===== src/rtl/maxpool_2x2_stride2_pkg.sv =====
// Shared constants for the 2x2 stride-2 max-pooling stage.
// A future pool-mode encoding (max/avg) belongs here as well.
package maxpool_2x2_stride2_pkg;

  localparam int DEF_DATA_COL_NUM = 28;
  localparam int DEF_WORDLENGTH   = 16;
  localparam int DEF_COL_LENGTH   = 5;

  // Width needed to count 0..n-1, never less than one bit.
  function automatic int cnt_w(input int n);
    return (n <= 2) ? 1 : $clog2(n);
  endfunction

endpackage


===== src/rtl/maxpool_2x2_stride2_max2_signed.sv =====
// Combinational two's-complement maximum of two operands.
module max2_signed #(
  parameter int WORDLENGTH = 16
) (
  input  logic signed [WORDLENGTH-1:0] a_i,
  input  logic signed [WORDLENGTH-1:0] b_i,
  output logic signed [WORDLENGTH-1:0] max_o
);

  assign max_o = (a_i >= b_i) ? a_i : b_i;

endmodule


===== src/rtl/maxpool_2x2_stride2.sv =====
// 2x2 stride-2 signed max pooling over a vertically aligned pixel-pair stream.
// Even columns park the column max in hold; odd columns of even row pairs emit a window.
module maxpool_2x2_stride2
  import maxpool_2x2_stride2_pkg::*;
#(
  parameter int DATA_COL_NUM = DEF_DATA_COL_NUM,
  parameter int WORDLENGTH   = DEF_WORDLENGTH,
  parameter int COL_LENGTH   = DEF_COL_LENGTH
) (
  input  logic                         clk,
  input  logic                         irst,
  input  logic                         in_valid,
  input  logic signed [WORDLENGTH-1:0] pixel_top,
  input  logic signed [WORDLENGTH-1:0] pixel_bot,
  output logic signed [WORDLENGTH-1:0] pool_out,
  output logic                         out_valid,
  output logic        [COL_LENGTH-1:0] out_row,
  output logic        [COL_LENGTH-1:0] out_col,
  output logic                         frame_done
);

  localparam int CW = cnt_w(DATA_COL_NUM);
  localparam logic [CW-1:0] LAST_COL = CW'(DATA_COL_NUM - 1);
  localparam logic [CW-1:0] LAST_ROW = CW'(DATA_COL_NUM - 2);

  logic [CW-1:0]                col_cnt_q, col_cnt_d;
  logic [CW-1:0]                row_cnt_q, row_cnt_d;
  logic signed [WORDLENGTH-1:0] hold_q, hold_d;
  logic signed [WORDLENGTH-1:0] pool_q, pool_d;
  logic                         valid_q, valid_d;
  logic                         done_q, done_d;
  logic [COL_LENGTH-1:0]        row_q, row_d;
  logic [COL_LENGTH-1:0]        col_q, col_d;
  logic signed [WORDLENGTH-1:0] colmax;
  logic signed [WORDLENGTH-1:0] winmax;

  max2_signed #(.WORDLENGTH(WORDLENGTH)) u_colmax (
    .a_i   (pixel_top),
    .b_i   (pixel_bot),
    .max_o (colmax)
  );

  max2_signed #(.WORDLENGTH(WORDLENGTH)) u_winmax (
    .a_i   (hold_q),
    .b_i   (colmax),
    .max_o (winmax)
  );

  always_comb begin
    col_cnt_d = col_cnt_q;
    row_cnt_d = row_cnt_q;
    hold_d    = hold_q;
    pool_d    = pool_q;
    valid_d   = 1'b0;
    done_d    = 1'b0;
    row_d     = row_q;
    col_d     = col_q;

    // A gap in the stream means upstream restarted its frame; drop any partial window.
    if (!in_valid) begin
      col_cnt_d = '0;
      row_cnt_d = '0;
      hold_d    = '0;
    end else begin
      if (col_cnt_q == LAST_COL) begin
        col_cnt_d = '0;
        row_cnt_d = (row_cnt_q == LAST_ROW) ? '0 : row_cnt_q + 1'b1;
      end else begin
        col_cnt_d = col_cnt_q + 1'b1;
      end

      if (!col_cnt_q[0]) begin
        hold_d = colmax;
      end else if (!row_cnt_q[0]) begin
        pool_d  = winmax;
        valid_d = 1'b1;
        row_d   = COL_LENGTH'(row_cnt_q >> 1);
        col_d   = COL_LENGTH'(col_cnt_q >> 1);
        done_d  = (row_cnt_q == LAST_ROW) && (col_cnt_q == LAST_COL);
      end
    end
  end

  always_ff @(posedge clk) begin
    if (irst) begin
      col_cnt_q <= '0;
      row_cnt_q <= '0;
      hold_q    <= '0;
      pool_q    <= '0;
      valid_q   <= 1'b0;
      done_q    <= 1'b0;
      row_q     <= '0;
      col_q     <= '0;
    end else begin
      col_cnt_q <= col_cnt_d;
      row_cnt_q <= row_cnt_d;
      hold_q    <= hold_d;
      pool_q    <= pool_d;
      valid_q   <= valid_d;
      done_q    <= done_d;
      row_q     <= row_d;
      col_q     <= col_d;
    end
  end

  assign pool_out   = pool_q;
  assign out_valid  = valid_q;
  assign out_row    = row_q;
  assign out_col    = col_q;
  assign frame_done = done_q;

endmodule


===== config.mk =====
export PLATFORM = sky130hd
export DESIGN_NAME = maxpool_2x2_stride2
export DESIGN_NICKNAME = d
export VERILOG_FILES = /design/src/rtl/maxpool_2x2_stride2_pkg.sv /design/src/rtl/maxpool_2x2_stride2_max2_signed.sv /design/src/rtl/maxpool_2x2_stride2.sv
export SDC_FILE = /design/constraint.sdc
export NUM_CORES = 1
export LEC_CHECK = 0
export CORE_UTILIZATION = 45
export CTS_BUF_LIST = sky130_fd_sc_hd__clkbuf_8
export CTS_CLUSTER_DIAMETER = 60
export CTS_CLUSTER_SIZE = 28
export DETAILED_ROUTE_END_ITERATION = 16
export PLACE_DENSITY = 0.69
export SETUP_SLACK_MARGIN = 0.3
export SLEW_MARGIN = 20
export SYNTH_ARGS = -nofsm -noshare
export SYNTH_HDL_FRONTEND = slang
export SYNTH_HIERARCHICAL = 1
export SYNTH_SLANG_ARGS = --single-unit

===== constraint.sdc =====
create_clock -name clk -period 12.58 [get_ports clk]
set_input_delay 1.258 -clock clk [delete_from_list [all_inputs] [get_ports clk]]
set_output_delay 1.258 -clock clk [all_outputs]
set_load 0.01 [all_outputs]

## Word-level counts from Yosys, hierarchy flattened

Cells that the tools add are included.

| operators by class | value |
|---|---|
| add/subtract/negate cells | 2 |
| magnitude comparators | 2 |
| equal/unequal tests | 2 |
| mux-type cells | 4 |
| bitwise logic cells | 3 |
| reductions and logical operators | 6 |

Operators by type and width:

| kind | count |
|---|---|
| $ge 16x16->1 | 2 |
| $mux 16 | 2 |
| $add 5x1->5 const B | 2 |
| $eq 5x5->1 const B | 2 |
| $reduce_or 3->1 | 2 |
| $mux 5 | 1 |
| $reduce_or 4->1 | 1 |
| $not 1->1 | 3 |
| $reduce_and 3->1 | 1 |
| $reduce_or 2->1 | 1 |
| $logic_and 1x1->1 | 1 |
| $mux 1 | 1 |

| word-level totals | value |
|---|---|
| register bits after elaboration | 52 |
| input bits | 35 |
| output and inout port bits | 28 |
| logic and storage cells | 27 |

## Logic depth before layout (Yosys ltp)

Gate-level depths: netlist (run 1).

| logic depth | value |
|---|---|
| depth after elaboration | 4 |
| mapped depth | 20 |
| depth with buffers taken out | 17 |

## Cells and area by module

The synthesis (run 1) kept the hierarchy.

Modules (own cells, without submodules):

| module | instances | cells each | area an instance (um^2) | seq. area each (um^2) |
|---|---|---|---|---|
| maxpool_2x2_stride2 | 1 | 216 | 1958.1 | 1041.0 |
| max2_signed at u_winmax | 1 | 171 | 1107.3 | 0.0 |
| max2_signed at u_colmax | 1 | 75 | 664.4 | 0.0 |

## Worst setup path before layout (run 1)

OpenSTA, ideal clock, no wires.

| timing path | value |
|---|---|
| path kind | input to register |
| start point | input port pixel_bot[15] |
| end point | register pool_q[12] (netlist: pool_out[12]) |
| setup time | 0.070 ns |
| arrival | 5.110 ns |
| slack | 7.400 ns |
| stages on the path | 20 |
| buffers on the path | 3 |
| cells stage by stage | inv_1 > ha_1 > nand4_1 > nor2_1 > a311o_1 > a2111oi_2 > mux2_4 > buf_12 > mux2_4 > inv_1 > ha_1 > nand4_2 > nor2_1 > a2111oi_2 > buf_2 > buf_1 > nand4_1 > nand3_1 > nand2_1 > a21oi_1 |

| on the way | value |
|---|---|
| longest elaborated chain between the ends | 4 |

Ends and longest elaborated chain:

| element | RTL line | RTL |
|---|---|---|
| from (decl) | maxpool_2x2_stride2.sv:14 | `input logic signed [WORDLENGTH-1:0] pixel_bot,` |
| $ge 16x16->1 | maxpool_2x2_stride2_max2_signed.sv:10 | `assign max_o = (a_i >= b_i) ? a_i : b_i;` |
| $mux 16 | maxpool_2x2_stride2_max2_signed.sv:10 |  |
| named net colmax[14] | maxpool_2x2_stride2.sv:34 | `logic signed [WORDLENGTH-1:0] colmax;` |
| $ge 16x16->1 | maxpool_2x2_stride2_max2_signed.sv:10 |  |
| $mux 16 | maxpool_2x2_stride2_max2_signed.sv:10 |  |
| named net winmax[12] | maxpool_2x2_stride2.sv:35 | `logic signed [WORDLENGTH-1:0] winmax;` |
| to (signal assigned) | maxpool_2x2_stride2.sv:98 | `pool_q <= pool_d;` |
| to (decl) | maxpool_2x2_stride2.sv:29 | `logic signed [WORDLENGTH-1:0] pool_q, pool_d;` |

The timed path passes the listed nets, and every way through them passes these cells.
A chain may end at the register's enable or synchronous reset.

## Worst setup path in the final report (run 1)

| timing path | value |
|---|---|
| start point | input port pixel_bot[15] |
| end point | register pool_q[9] (netlist: pool_out[9]) |

| on the way | value |
|---|---|
| longest elaborated chain between the ends | 4 |

Ends and longest elaborated chain:

| element | RTL line |
|---|---|
| $ge 16x16->1 | maxpool_2x2_stride2_max2_signed.sv:10 |
| $mux 16 * | maxpool_2x2_stride2_max2_signed.sv:10 |
| named net colmax[15] | maxpool_2x2_stride2.sv:34 |
| $ge 16x16->1 * | maxpool_2x2_stride2_max2_signed.sv:10 |
| $mux 16 * | maxpool_2x2_stride2_max2_signed.sv:10 |
| named net winmax[9] | maxpool_2x2_stride2.sv:35 |

The timed path passes the listed nets; every way through them passes the cells marked *.

==> results.py, run 1 <==
metrics = {
    "critical_path": {
        "path_class": "in -> reg",
        "required_ns": 12.80,
        "startpoint_type": "input port",
        "crit_path_end_kind": "flip-flop",
        "path_max_fanout": 36,
        "arrival_ns": 6.89,
    },
    "pwr": {
        "pwr-share-seq": 0.431,
        "ir_drop_uv": 52.2,
        "p_int_mw": 0.270,
        "p_comb_frac": 0.321,
        "p_per_area_mw_per_mm2": 92.7,
        "pwr-share-clk": 0.248,
        "p_switching_mw": 0.136,
        "p_leak_nw": 1.75,
        "switching_share": 0.335,
        "power_mw": 0.406,
    },
    "run": {
        "maxCapViolations": 0,
    },
    "logic_synthesis": {
        "synth.avg_cell_area_sq_um": 8.07,
        "synth_area_leaders": "dfxtp_1 28%, ha_1 12%, nand2_1 8.1%",
        "ys_dominant_reg_cell": "dfxtp_1",
        "synth-seq-cells": 52,
        "ys_warn_count": 6,
        "async_flop_share": 0,
        "syn_inst": 462,
        "yosys.area.top_type_share": 0.279,
        "ys_types": 46,
        "synth-edff-count": 0,
        "synth_most_common_cell": "nand2_1",
        "netlist_area_sq_mm": 0.00373,
        "synth_area_leader_cell": "dfxtp_1",
        "synth_seq_area_share": 0.279,
        "synth_common_cells": "80 x nand2_1, 52 x dfxtp_1, 40 x a21oi_1",
    },
    "hold_path": {
        "hold_class": "reg -> reg",
    },
    "cells_and_area": {
        "fin_area_sq_mm": 0.00438,
        "multi_input_area_sq_mm": 0.00236,
        "antennaDiodeCount": 0,
        "layout-drive-gt1-share": 0.0758,
        "final_net_count": 570,
        "stdcell_count": 603,
        "n_fill_cell": 743,
        "syn_to_final_growth_pct": 17.4,
        "final_util": 0.555,
        "ff_latch_area_sq_mm": 0.00104,
    },
    "drt": {
        "wl_microns": 8800,
        "vias": 3391,
        "antenna_left": 0,
        "first_pass_iters": 5,
        "drt-initial-drc-count": 174,
        "wl_per_cell_microns": 14.6,
        "vias_per_cell": 5.62,
        "drc": 0,
    },
    "sta": {
        "report.final.slew_viol_count": 0,
        "post-route-min-period_ns": 6.67,
        "rsz0062_at_grt": "no",
        "whs_ns": 0.459,
        "finalSetupViolCount": 0,
        "tightest_slew_ns": 0.970,
        "setup_slack_ns": 5.91,
        "fmax_mhz": 150,
        "fin_tns_setup_ns": 0,
        "relSlewSlack": 0.352,
        "fin_crit_sh": 0.530,
        "finClkSkew_ns": 0.0107,
        "finalHoldViolCount": 0,
    },
    "floorplanning": {
        "floorplan.initialDensity": 0.473,
        "io_pins": 63,
        "core_area_sq_mm": 0.00789,
        "rows": 32,
        "die_w_microns": 93.0,
        "die-area_sq_mm": 0.00866,
        "die_h_microns": 93.0,
    },
    "grt": {
        "grt_max_degree": 37,
        "antenna_found_initial": 0,
        "grt_pass1_vias": 3091,
        "grt_util_all_layers": 0.209,
        "overflow": 0,
        "grt_pass1_wl_microns": 14600,
    },
    "clock_network": {
        "cts_max_path_buffers": 2,
        "clkTransAtPathRegs_ns": 0.09,
        "insertion_delay_ns": 0.31,
        "cts.sinks": 52,
        "clockRootBuffer": "clkbuf_8",
        "cts.repair.resized": 0,
        "numCtsBuffers": 5,
        "ctsHoldBuffers": 0,
        "cts_tree": "yes",
        "cts_max_level": 2,
        "postCtsSetupBuffers": 0,
    },
    "placement": {
        "placedCellCount": 594,
        "dp_hpwl_microns": 6490,
        "gp_congestion": 0.809,
        "place_ws_ns": 5.50,
        "placed_area_sq_mm": 0.00428,
        "port_buffers": 60,
    },
    "outcome": {
        "status": "finished, final reports clean",
    },
}
power groups by stage:
stage | Sequential (mW) | Combinational, mW | Clock [mW]
3_3_place_gp | 0.179 | 0.126 | 0
5_1_grt | 0.176 | 0.144 | 0.111
2_1_floorplan | 0.178 | 0.0971 | 0
6_report | 0.175 | 0.131 | 0.101
4_1_cts | 0.175 | 0.130 | 0.105
3_5_place_dp | 0.179 | 0.129 | 0
final timing paths:
kind	slack [ns]	cells after the start	from	end
max	5.91	19	pixel_bot[15]	pool_out[9]$_SDFFE_PP0P_
min	0.46	2	pool_out[8]$_SDFFE_PP0P_	pool_out[8]$_SDFFE_PP0P_
max reg2reg	9.20	9	hold_q[15]$_SDFFE_PP0N_	pool_out[9]$_SDFFE_PP0P_
min reg2reg	0.46	2	pool_out[8]$_SDFFE_PP0P_	pool_out[8]$_SDFFE_PP0P_
cells in the final DEF (no fill, tap or decap), types with 2 or more instances in the layout:
cell type         n
nand3_1          20
mux2_2            6
nand3b_1          3
mux2_4           11
buf_4             4
nor3_1            3
inv_1            33
nand4_1          38
or4_1             2
clkdlybuf4s50_1  60
nor2_1           22
nand2b_1         18
nand2_1          80
conb_1            2
clkbuf_8          5
dfxtp_1          52
a22o_1           16
a311oi_1          2
ha_1             35
a21oi_1          40
mux2i_1          16
a21o_1            2
nand4b_1          3
o21ai_0           4
o211ai_1          2
sequential cells by signal (all words and copies together) (netlist names):
signal / count
frame_done: 1
out_row: 4
out_valid: 1
pool_out: 16
col_cnt_q: 5
row_cnt_q: 5
hold_q: 16
out_col: 4
metal layers:
layer	routed length, microns	GRT usage	part of all wire
met1	4010	0.267	0.46
met2	4250	0.362	0.48
met3	422	0.0341	0.048
met4	125	0.0590	0.014
met5	0	0	0
worst max-delay path, cell delays in order:
cell             delay (ns)
clkdlybuf4s50_1        0.48
inv_1                  0.05
ha_1                   0.33
nand4_1                0.21
nor2_1                 0.08
a311o_1                0.36
a2111oi_2              0.38
mux2_4                 0.46
mux2_2                 0.30
inv_1                  0.05
ha_1                   0.86
nand4_2                0.24
or4_1                  0.62
a21o_1                 0.32
buf_4                  0.31
a22o_1                 0.26
nand3_1                0.08
nand2_1                0.05
a21oi_1                0.15
final cells by class:
| type | count | area share |
|---|---|---|
| sequential | 52 | 0.238 |
| timing repair buffer | 64 | 0.144 |
| clock buffer | 5 | 0.0157 |
| inverter | 33 | 0.0283 |
| tap | 102 | 0.0291 |
| multi-input combinational | 344 | 0.539 |
| clock inverter | 3 | 0.00628 |
cell families (layout without fill, tap and decap cells):
family,count (synthesis),count (layout),synth area share
other,1,2,0.00101
buffers and inverters,67,105,0.0929
AOI/OAI and AO/OA,74,74,0.135
adders and majority gates,35,35,0.117
muxes,33,33,0.105
and+or+nand+nor,199,199,0.267
xor gates and xnor gates,1,1,0.00235
DFF,52,52,0.279
Power figures use the tool's default switching activity.
==> run 2, diff against run 1 <==
--- a/config.mk
+++ b/config.mk
@@ -10,7 +10,7 @@
 export CTS_CLUSTER_DIAMETER = 60
 export CTS_CLUSTER_SIZE = 28
 export DETAILED_ROUTE_END_ITERATION = 16
-export PLACE_DENSITY = 0.69
+export PLACE_DENSITY = 0.72
 export SETUP_SLACK_MARGIN = 0.3
 export SLEW_MARGIN = 20
 export SYNTH_ARGS = -nofsm -noshare
==> constraint.sdc (replaced) <==
create_clock -name clk -period 5.92 [get_ports clk]
set_input_delay 0.592 -clock clk [delete_from_list [all_inputs] [get_ports clk]]
set_output_delay 0.592 -clock clk [all_outputs]
set_load 0.01 [all_outputs]
==> run 2 against run 1 <==
Net effect:
- critical path depth is the same
- combinational power increased by 110%
- sequential share of layout area about the same
- sequential power grew 110%
- core utilization rose by 0.079 points
- largest power group unchanged
- global-route usage rose by 0.39 points
- via count shrank 0.86%
- final cell count increased by 0.17%
- die area stayed put
- critical path type unchanged
- setup slack got worse by 5.1 ns
- total power increased by 110%
==> results.py, run 2 (synthesis gave the netlist of run 1 again) <==
metrics = {
    "clock_network": {
        "cts.sinks": 52,
        "cts_max_path_buffers": 2,
        "clockRootBuffer": "clkbuf_8",
        "ctsHoldBuffers": 0,
        "clkTransAtPathRegs_ns": 0.10,
        "numCtsBuffers": 5,
        "insertion_delay_ns": 0.32,
        "cts_max_level": 2,
        "cts.repair.resized": 0,
        "postCtsSetupBuffers": 0,
        "cts_tree": "yes",
    },
    "sta": {
        "fmax_mhz": 197,
        "fin_crit_sh": 0.857,
        "tightest_slew_ns": 1.07,
        "rsz0062_at_grt": "no",
        "report.final.slew_viol_count": 0,
        "post-route-min-period_ns": 5.08,
        "relSlewSlack": 0.287,
        "finalHoldViolCount": 0,
        "fin_tns_setup_ns": 0,
        "finalSetupViolCount": 0,
        "finClkSkew_ns": 0.0114,
    },
    "cells_and_area": {
        "final_util": 0.556,
        "layout-drive-gt1-share": 0.0797,
        "final_cell_mix": "80 x nand2_1, 60 x clkdlybuf4s50_1, 51 x dfxtp_1",
        "fin_area_sq_mm": 0.00439,
        "antennaDiodeCount": 0,
        "final_common_cell": "nand2_1",
        "final_net_count": 571,
        "syn_to_final_growth_pct": 17.6,
    },
    "floorplanning": {
        "core_area_sq_mm": 0.00789,
        "die_h_microns": 93.0,
        "die_w_microns": 93.0,
        "die-area_sq_mm": 0.00866,
        "rows": 32,
        "floorplan.initialDensity": 0.473,
        "io_pins": 63,
    },
    "pwr": {
        "p_comb_frac": 0.318,
        "p_switching_mw": 0.295,
        "switching_share": 0.340,
        "pwr-share-seq": 0.431,
        "ir_drop_uv": 89.9,
        "p_per_area_mw_per_mm2": 198,
        "p_int_mw": 0.574,
        "pwr-share-clk": 0.251,
        "p_leak_nw": 1.75,
    },
    "placement": {
        "port_buffers": 60,
        "placed_area_sq_mm": 0.00429,
        "gp_congestion": 0.949,
        "dp_hpwl_microns": 6360,
    },
    "grt": {
        "antenna_found_initial": 0,
        "grt_util_all_layers": 0.213,
        "grt_max_degree": 37,
        "grt_pass1_wl_microns": 14900,
        "overflow": 0,
        "grt_pass1_vias": 3192,
    },
    "critical_path": {
        "path_max_fanout": 27,
        "required_ns": 6.15,
        "rrSetupSlack_ns": 3.48,
        "ff2ff_path_depth": 9,
        "r2r_start": "hold_q[14]$_SDFFE_PP0N_",
        "rr_endpoint": "pool_out[5]$_SDFFE_PP0P_",
        "startpoint_type": "input port",
        "path_class": "in -> reg",
        "arrival_ns": 5.31,
        "crit_path_end_kind": "flip-flop",
    },
    "drt": {
        "drc": 0,
        "antenna_left": 0,
        "first_pass_iters": 4,
        "drt-initial-drc-count": 210,
        "wl_per_cell_microns": 14.6,
        "vias_per_cell": 5.57,
        "vias": 3362,
        "wl_microns": 8790,
    },
    "hold_path": {
        "hold_depth": 2,
        "hold_class": "reg -> reg",
        "hold_end": "pool_out[6]$_SDFFE_PP0P_",
        "hp-start": "pool_out[6]$_SDFFE_PP0P_",
    },
    "outcome": {
        "status": "finished, final reports clean",
    },
    "run": {
        "maxCapViolations": 0,
    },
}
## run 2: area by class of cell
cell class,count,area [sq um]
clock inverters,3,25.0
inverters,33,124
flip-flops and latches,52,1040
well taps,102,128
fillers,736,3500
repair buffers,65,638
clock buffers,5,68.8
multi-input cells,344,2360
## run 2: how the worst max path moves through the flow
| stage | start | end | slack (ns) | cells after the start |
|---|---|---|---|---|
| after floorplan | pixel_bot[15] | pool_out[12]$_SDFFE_PP0P_ | 1.41 | 20 |
| after global placement | pixel_bot[15] | pool_out[14]$_SDFFE_PP0P_ | 0.72 | 19 |
| after detailed placement | pixel_bot[15] | pool_out[0]$_SDFFE_PP0P_ | 0.53 | 19 |
| after CTS | pixel_bot[15] | pool_out[0]$_SDFFE_PP0P_ | 0.85 | 19 |
| after global routing | pixel_bot[15] | pool_out[15]$_SDFFE_PP0P_ | 0.56 | 19 |
| final | pixel_bot[15] | pool_out[5]$_SDFFE_PP0P_ | 0.84 | 19 |
## run 2: power by group through the flow
stage                     combinational, mW  sequential (mW)  clock, mW
after floorplan                       0.206            0.378          0
after global placement                0.267            0.382          0
after detailed placement              0.273            0.383          0
after CTS                             0.275            0.375      0.224
after global routing                  0.305            0.377      0.239
final                                 0.277            0.375      0.218
## run 2: metrics by stage
step | hold slack [ns] | worst slack [ns] | std cells | power, mW
after floorplan | 0.449 | 1.41 | 463 | 0.585
after global placement | 0.444 | 0.725 | 596 | 0.649
after detailed placement | 0.449 | 0.533 | 596 | 0.656
after CTS | 0.464 | 0.853 | 604 | 0.873
after global routing | 0.481 | 0.557 | 604 | 0.921
final | 0.458 | 0.845 | 604 | 0.870
## run 2: worst max-delay path, stage by stage
cell and delay (ns):
clkdlybuf4s50_1 0.49, inv_1 0.05, ha_1 0.34, nand4_1 0.20
nor2_1 0.07, a311o_1 0.37, a2111oi_2 0.40, mux2_4 0.46
mux2_2 0.30, inv_1 0.05, ha_1 0.30, nand4_2 0.15
or4_1 0.58, a21o_1 0.20, buf_4 0.23, a22o_1 0.24
nand3_1 0.09, nand2_1 0.05, a21oi_1 0.14
## run 2: layer usage
metal,vias to the layer above,track usage,share of wire
met5,-,0,0
met4,0,0.0603,0.0076
met3,9,0.0358,0.039
met2,74,0.365,0.48
met1,1573,0.275,0.47
li1,1706,-,-
